===== config.mk =====
export PLATFORM = sky130hd
export DESIGN_NAME = filter_stream_join_flat
export DESIGN_NICKNAME = d
export VERILOG_FILES = /design/src/rtl/filter_pkg.sv /design/src/rtl/filter_stream_join_if.sv /design/src/rtl/pix_fifo.sv /design/src/rtl/filter_stream_join.sv /design/src/flat_wrapper.sv
export SDC_FILE = /design/constraint.sdc
export NUM_CORES = 1
export LEC_CHECK = 0
export BUFFER_PORTS_ARGS = -buffer_cell sky130_fd_sc_hd__buf_4
export CORE_MARGIN = 3
export CORE_UTILIZATION = 30
export CTS_CLUSTER_DIAMETER = 120
export DETAILED_ROUTE_END_ITERATION = 12
export GPL_TIMING_DRIVEN = 0
export PLACE_DENSITY_LB_ADDON = 0.25
export SLEW_MARGIN = 10
export SYNTH_ARGS = -nofsm -noshare
export SYNTH_HDL_FRONTEND = slang
export SYNTH_HIERARCHICAL = 1
export SYNTH_SLANG_ARGS = --single-unit

===== constraint.sdc =====
create_clock -name clk -period 4.57 [get_ports clk]
set_input_delay 0.2285 -clock clk [delete_from_list [all_inputs] [get_ports clk]]
set_output_delay 0.2285 -clock clk [all_outputs]
set_load 0.005 [all_outputs]

===== src/rtl/filter_pkg.sv =====
// Shared types and defaults for the two-lane pixel filter join.
package filter_pkg;

  typedef enum logic [1:0] {
    MODE_A   = 2'd0,
    MODE_B   = 2'd1,
    MODE_AVG = 2'd2,
    MODE_MAX = 2'd3
  } join_mode_e;

  localparam int DEFAULT_BITS = 8;
  localparam int FRAME_PIXELS = 76800;

endpackage


===== src/rtl/filter_stream_join_if.sv =====
// Bundle of both input lanes, the mode select and the joined output stream.
interface filter_stream_join_if #(
    parameter int BITS  = 8,
    parameter int DEPTH = 4
) ();
    localparam int SW = $clog2(DEPTH) + 1;

    // Every stream moves a beat on a rising clk edge where valid && ready are
    // both high; valid never waits on ready, and ready may depend on state only.
    logic [BITS-1:0] pix_a;
    logic            valid_a;
    logic            ready_a;
    logic [BITS-1:0] pix_b;
    logic            valid_b;
    logic            ready_b;
    logic [1:0]      mode;
    logic [BITS-1:0] pix_out;
    logic            valid_out;
    logic            eop_out;
    logic            output_ready;
    logic [SW-1:0]   skew;

    modport slave (
        input  pix_a, valid_a, pix_b, valid_b, mode, output_ready,
        output ready_a, ready_b, pix_out, valid_out, eop_out, skew
    );

    modport master (
        output pix_a, valid_a, pix_b, valid_b, mode, output_ready,
        input  ready_a, ready_b, pix_out, valid_out, eop_out, skew
    );
endinterface


===== src/rtl/pix_fifo.sv =====
// Per-lane pixel FIFO with registered occupancy; the head is only visible
// the cycle after it was written (no fall-through).
module pix_fifo #(
    parameter int BITS  = 8,
    parameter int DEPTH = 4
) (
    input  logic                     clk,
    input  logic                     reset,
    input  logic                     push,
    input  logic [BITS-1:0]          push_data,
    input  logic                     pop,
    output logic [BITS-1:0]          pop_data,
    output logic [$clog2(DEPTH):0]   count,
    output logic                     full,
    output logic                     empty
);
    localparam int AW = $clog2(DEPTH);
    localparam int CW = AW + 1;

    logic [BITS-1:0] mem [DEPTH];
    logic [AW-1:0]   wr_ptr;
    logic [AW-1:0]   rd_ptr;
    logic            do_push;
    logic            do_pop;

    // Guards keep occupancy consistent even if a caller misbehaves.
    assign do_push = push && !full;
    assign do_pop  = pop && !empty;

    always_ff @(posedge clk) begin
        if (do_push) begin
            mem[wr_ptr] <= push_data;
        end
    end

    always_ff @(posedge clk or negedge reset) begin
        if (!reset) begin
            wr_ptr <= '0;
            rd_ptr <= '0;
            count  <= '0;
        end else begin
            if (do_push) begin
                wr_ptr <= wr_ptr + AW'(1);
            end
            if (do_pop) begin
                rd_ptr <= rd_ptr + AW'(1);
            end
            case ({do_push, do_pop})
                2'b10:   count <= count + CW'(1);
                2'b01:   count <= count - CW'(1);
                default: count <= count;
            endcase
        end
    end

    assign pop_data = mem[rd_ptr];
    assign full     = (count == CW'(DEPTH));
    assign empty    = (count == '0);
endmodule


===== src/rtl/filter_stream_join.sv =====
// Joins the threshold (A) and brightness (B) lanes into one registered stream,
// popping both lane FIFOs in lockstep and marking the last pixel of each frame.
module filter_stream_join
    import filter_pkg::*;
#(
    parameter int BITS         = DEFAULT_BITS,
    parameter int DEPTH        = 4,
    parameter int FRAME_PIXELS = filter_pkg::FRAME_PIXELS
) (
    input  logic                  clk,
    input  logic                  reset,
    filter_stream_join_if.slave   bus,
    output logic                  dbg_state
);
    localparam int SW = $clog2(DEPTH) + 1;
    localparam int FW = (FRAME_PIXELS > 1) ? $clog2(FRAME_PIXELS) : 1;
    localparam logic [FW-1:0] LAST_PIX = FW'(FRAME_PIXELS - 1);

    localparam logic [0:0] OUT_EMPTY = 1'b0;
    localparam logic [0:0] OUT_FULL  = 1'b1;

    logic [BITS-1:0] head_a;
    logic [BITS-1:0] head_b;
    logic [SW-1:0]   count_a;
    logic [SW-1:0]   count_b;
    logic            full_a;
    logic            full_b;
    logic            empty_a;
    logic            empty_b;
    logic            push_a;
    logic            push_b;
    logic            pair_avail;
    logic            pop;

    logic [0:0]      state;
    logic [FW-1:0]   frame_cnt;
    logic [BITS-1:0] comb_pix;
    logic [BITS:0]   sum;
    logic [SW-1:0]   occ_diff;
    join_mode_e      mode_sel;

    // Ready is forced low while reset is held so nothing is accepted then.
    assign bus.ready_a = reset && !full_a;
    assign bus.ready_b = reset && !full_b;
    assign push_a      = bus.valid_a && bus.ready_a;
    assign push_b      = bus.valid_b && bus.ready_b;

    pix_fifo #(.BITS(BITS), .DEPTH(DEPTH)) u_fifo_a (
        .clk       (clk),
        .reset     (reset),
        .push      (push_a),
        .push_data (bus.pix_a),
        .pop       (pop),
        .pop_data  (head_a),
        .count     (count_a),
        .full      (full_a),
        .empty     (empty_a)
    );

    pix_fifo #(.BITS(BITS), .DEPTH(DEPTH)) u_fifo_b (
        .clk       (clk),
        .reset     (reset),
        .push      (push_b),
        .push_data (bus.pix_b),
        .pop       (pop),
        .pop_data  (head_b),
        .count     (count_b),
        .full      (full_b),
        .empty     (empty_b)
    );

    assign pair_avail = !empty_a && !empty_b;
    assign pop        = pair_avail && (state == OUT_EMPTY || bus.output_ready);

    assign mode_sel = join_mode_e'(bus.mode);
    assign sum      = {1'b0, head_a} + {1'b0, head_b};

    always_comb begin
        comb_pix = head_a;
        case (mode_sel)
            MODE_A:   comb_pix = head_a;
            MODE_B:   comb_pix = head_b;
            MODE_AVG: comb_pix = sum[BITS:1];
            MODE_MAX: comb_pix = (head_a > head_b) ? head_a : head_b;
            default:  comb_pix = head_a;
        endcase
    end

    assign occ_diff = (count_a >= count_b) ? (count_a - count_b) : (count_b - count_a);

    // Output stage: a pop always (re)loads it; a drain without a pop empties it.
    always_ff @(posedge clk or negedge reset) begin
        if (!reset) begin
            state       <= OUT_EMPTY;
            bus.pix_out <= '0;
            bus.eop_out <= 1'b0;
            frame_cnt   <= '0;
            bus.skew    <= '0;
        end else begin
            bus.skew <= occ_diff;
            if (pop) begin
                state       <= OUT_FULL;
                bus.pix_out <= comb_pix;
                bus.eop_out <= (frame_cnt == LAST_PIX);
                frame_cnt   <= (frame_cnt == LAST_PIX) ? '0 : frame_cnt + FW'(1);
            end else if (state == OUT_FULL && bus.output_ready) begin
                state <= OUT_EMPTY;
            end
        end
    end

    assign bus.valid_out = (state == OUT_FULL);
    assign dbg_state     = state;
endmodule


===== src/flat_wrapper.sv =====
// flat-port wrapper written by rule: the top's interface ports become plain ports
module filter_stream_join_flat import filter_pkg::*;
#(
    parameter int BITS         = DEFAULT_BITS,
    parameter int DEPTH        = 4,
    parameter int FRAME_PIXELS = filter_pkg::FRAME_PIXELS
)
  (clk, reset, dbg_state, bus_pix_a, bus_valid_a, bus_pix_b, bus_valid_b, bus_mode, bus_output_ready, bus_ready_a, bus_ready_b, bus_pix_out, bus_valid_out, bus_eop_out, bus_skew);
  filter_stream_join_if #(.BITS(BITS), .DEPTH(DEPTH)) bus_i ();
  input  logic clk;
  input  logic reset;
  output logic dbg_state;
  input wire logic [$bits(bus_i.pix_a)-1:0] bus_pix_a;
  input wire logic [$bits(bus_i.valid_a)-1:0] bus_valid_a;
  input wire logic [$bits(bus_i.pix_b)-1:0] bus_pix_b;
  input wire logic [$bits(bus_i.valid_b)-1:0] bus_valid_b;
  input wire logic [$bits(bus_i.mode)-1:0] bus_mode;
  input wire logic [$bits(bus_i.output_ready)-1:0] bus_output_ready;
  output wire logic [$bits(bus_i.ready_a)-1:0] bus_ready_a;
  output wire logic [$bits(bus_i.ready_b)-1:0] bus_ready_b;
  output wire logic [$bits(bus_i.pix_out)-1:0] bus_pix_out;
  output wire logic [$bits(bus_i.valid_out)-1:0] bus_valid_out;
  output wire logic [$bits(bus_i.eop_out)-1:0] bus_eop_out;
  output wire logic [$bits(bus_i.skew)-1:0] bus_skew;
  assign bus_i.pix_a = bus_pix_a;
  assign bus_i.valid_a = bus_valid_a;
  assign bus_i.pix_b = bus_pix_b;
  assign bus_i.valid_b = bus_valid_b;
  assign bus_i.mode = bus_mode;
  assign bus_i.output_ready = bus_output_ready;
  assign bus_ready_a = bus_i.ready_a;
  assign bus_ready_b = bus_i.ready_b;
  assign bus_pix_out = bus_i.pix_out;
  assign bus_valid_out = bus_i.valid_out;
  assign bus_eop_out = bus_i.eop_out;
  assign bus_skew = bus_i.skew;
  filter_stream_join #(.BITS(BITS), .DEPTH(DEPTH), .FRAME_PIXELS(FRAME_PIXELS)) u_core (.clk(clk), .reset(reset), .bus(bus_i), .dbg_state(dbg_state));
endmodule

==> reports/qor.csv <==
metric;value;unit
cell taking the most area after synthesis;edfxtp_1;
Clock Sinks;108;
# setup viols final;0;
Async SR Flop Fraction;40.7;%
Yosys reg bits;108;
total die area;19600;um2
CP peak stage delay;0.55;ns
Slew HR;53.0;%
Die Wd;140;um
routed vias;3177;
minimum clock period;3.15;ns
leakage power;0.00252;uW
Crit. End Element;register;
Mean Syn Cell Area;13.4;um2
Top-Level Pins;39;
CP Class;register to register;
Fin. Hold Viols;0;
Most used DFF post-synth;edfxtp_1;
first-pass GRT wire length;17700;um
sequential fraction of the synthesis area;56.2;%
layout cell share with drive strength beyond 1;22.1;%
Final Skew;0.0114;ns
initial antenna violation count;0;
most common cell after layout, fill and taps aside;edfxtp_1;
area delta synth->final;16.1;%
clk_lat worst skew;0.35;ns
Max Fclk;317;MHz
total global routing track utilization;11.6;%
status;finished, final reports clean;
CTS clk-pin slew, worst paths;0.08;ns
synth warn;6;
cts bufs inserted;9;
Antenna Nets Post-Route;0;
Peak VDD IR;249;uV
clock tree buffer depth;2;
Yosys top cell area share;35.7;%
GRT overflow;0;
total of max-cap violations;0;
FP Rows;48;
Final TNS setup;0;ns
met1 usage;15.5;%
Tot Pwr;4210;uW
Min Hold Slack;0.0739;ns
antenna diode count;0;
Final Net Count;512;
GP Congestion;0.784;
slowest CP cell;clkbuf_1;
Slew Viols, Final;0;
DRC violations left;0;
number of flops mapped to enable cells by yosys;64;
Worst setup SP type;register;
required time worst endpoint;4.85;ns
crit-path max FO;11;
largest net degree at the start of global routing;47;
Initial DRT Pass Iterations;4;
core area;17400;um2
Final Cycle Share;69.0;%
die span in y;140;um
Port Buffers;38;
Cell variety after synth;54;
CP Buf/Inv Count;4;
post-synthesis cell count;402;
Routed WL;10700;um
post-CTS setup buffers;0;
routed len/inst;15.7;um
Cell Area, Synth;5380;um2
Crit path arrival time;3.43;ns
Global Route met3 Usage;3.61;%
Vias/cell;4.66;
HP Class;input port to register;
Initial Util;30.9;%
1st-iter DRT viols;253;
ranking of synthesized cells by area;edfxtp_1 (36%), dfrtp_1 (20%), ha_1 (7.4%);
filler cell count;1728;
DP HPWL;7790;um
CTS tree;built;
gr busiest metal;met2;
Least-Margin Pin Slew;0.706;ns
vias in the first global route;3390;
RSZ-0062 raised after global routing;no;
Cell Chain, Critical Path;nor3_1 > nor2_1 > nand2_1 > buf_2 > inv_1 > clkbuf_1 > o31a_2 > ha_1 > inv_1 > fa_1 > xor2_1 > nor2_1 > xor2_1;
Synthesized Nets;462;
Worst path top cell family by delay;buffers and inverters;
H-tree depth;3;
PwrDens;674;nW/um2
Clock Tree Root;clkbuf_16;
GR Util met2;18.3;%
most frequent cells in the layout;edfxtp_1 (64), dfrtp_1 (44), inv_1 (41);
## timing repair
action	CTS	global route
gates resized for setup	0	0
endpoints found under the hold margin	44	0
hold buffers	1	0
## routing by layer
metal	part of all wire, %	wire length [um]	up-vias
met1	47	5040	1573
met2	47	5050	59
met5	0	0	-
li1	-	-	1531
met3	3.6	389	14
met4	1.9	208	0
## cells in the mapped netlist, types with 8 or more instances
library cell,instances
nand2_1,17
mux4_2,16
xnor2_1,17
nor2_1,23
a21oi_1,13
dfrtp_1,44
xor2_1,14
ha_1,32
edfxtp_1,64
o21ai_0,8
nand3_1,8
inv_1,41
nand2b_1,10
## registers in the layout, summed over array words and instances (netlist names)
name and count:
u_core/u_fifo_a/mem 32, u_core/u_fifo_b/mem 32, u_core/frame_cnt 17, u_core/bus.pix_out 8, u_core/bus.skew 3, u_core/u_fifo_a/count 3
u_core/u_fifo_b/count 3, u_core/u_fifo_a/rd_ptr 2, u_core/u_fifo_a/wr_ptr 2, u_core/u_fifo_b/rd_ptr 2, u_core/u_fifo_b/wr_ptr 2, u_core/bus.eop_out 1
u_core/bus.valid_out 1
## layout make-up
type | instances | area (um2) | share of cell area (%)
Sequential cell | 108 | 3020 | 48.4
Inverter | 41 | 154 | 2.46
Clock inverter | 7 | 63.8 | 1.02
Clock buffer | 9 | 225 | 3.61
Timing Repair Buffer | 39 | 295 | 4.73
Buffer | 10 | 48.8 | 0.782
Multi-Input combinational cell | 243 | 2150 | 34.5
Tap cell | 225 | 282 | 4.51
## worst paths after layout
check | start | end | slack (ns) | cells past startpoint
setup / recovery | u_core/u_fifo_b/count[0] | u_core/u_fifo_b/count[2] | 1.42 | 13
setup reg to reg | u_core/u_fifo_b/count[0] | u_core/u_fifo_b/count[2] | 1.42 | 13
hold / removal | bus_pix_a[0] | u_core/u_fifo_a/mem[2][0] | 0.07 | 1
max in group asynchronous | reset | u_core/u_fifo_b/wr_ptr[0] | 3.73 | 2
hold reg to reg | u_core/bus.eop_out | u_core/bus.eop_out | 0.48 | 1
min in group asynchronous | reset | u_core/bus.pix_out[6] | 0.42 | 2
## power breakdown
group / total, uW / internal [uW] / switching [uW]
sequential: 1410 / 1260 / 150
clock: 759 / 384 / 374
combinational: 2040 / 935 / 1100
total: 4210 / 2580 / 1630
## metrics by stage
step           setup slack [ns]  utilization, %  instances  instance area [um2]
4_1_cts                    1.36            35.8        682                 6240
2_1_floorplan              1.74               -        402                 5380
6_report                   1.42            35.8        682                 6240
3_3_place_gp               1.41            34.1        665                 5940
5_1_grt                    1.08            35.8        682                 6240
3_5_place_dp               1.39            34.1        665                 5940
## cell families (layout without fill, tap and decap cells)
logic type	after synthesis	count (layout)	synth area share, %
adder cells (fa/ha/maj)	37	37	9.31
multiplexers	23	23	8.28
XOR/XNOR	31	31	5.05
buffers and inverters	51	106	3.77
AO/OA/AOI/OAI	53	53	6.93
flip-flops	108	108	56.2
AND/OR/NAND/NOR	99	99	10.4
Power figures use the tool's default switching activity.
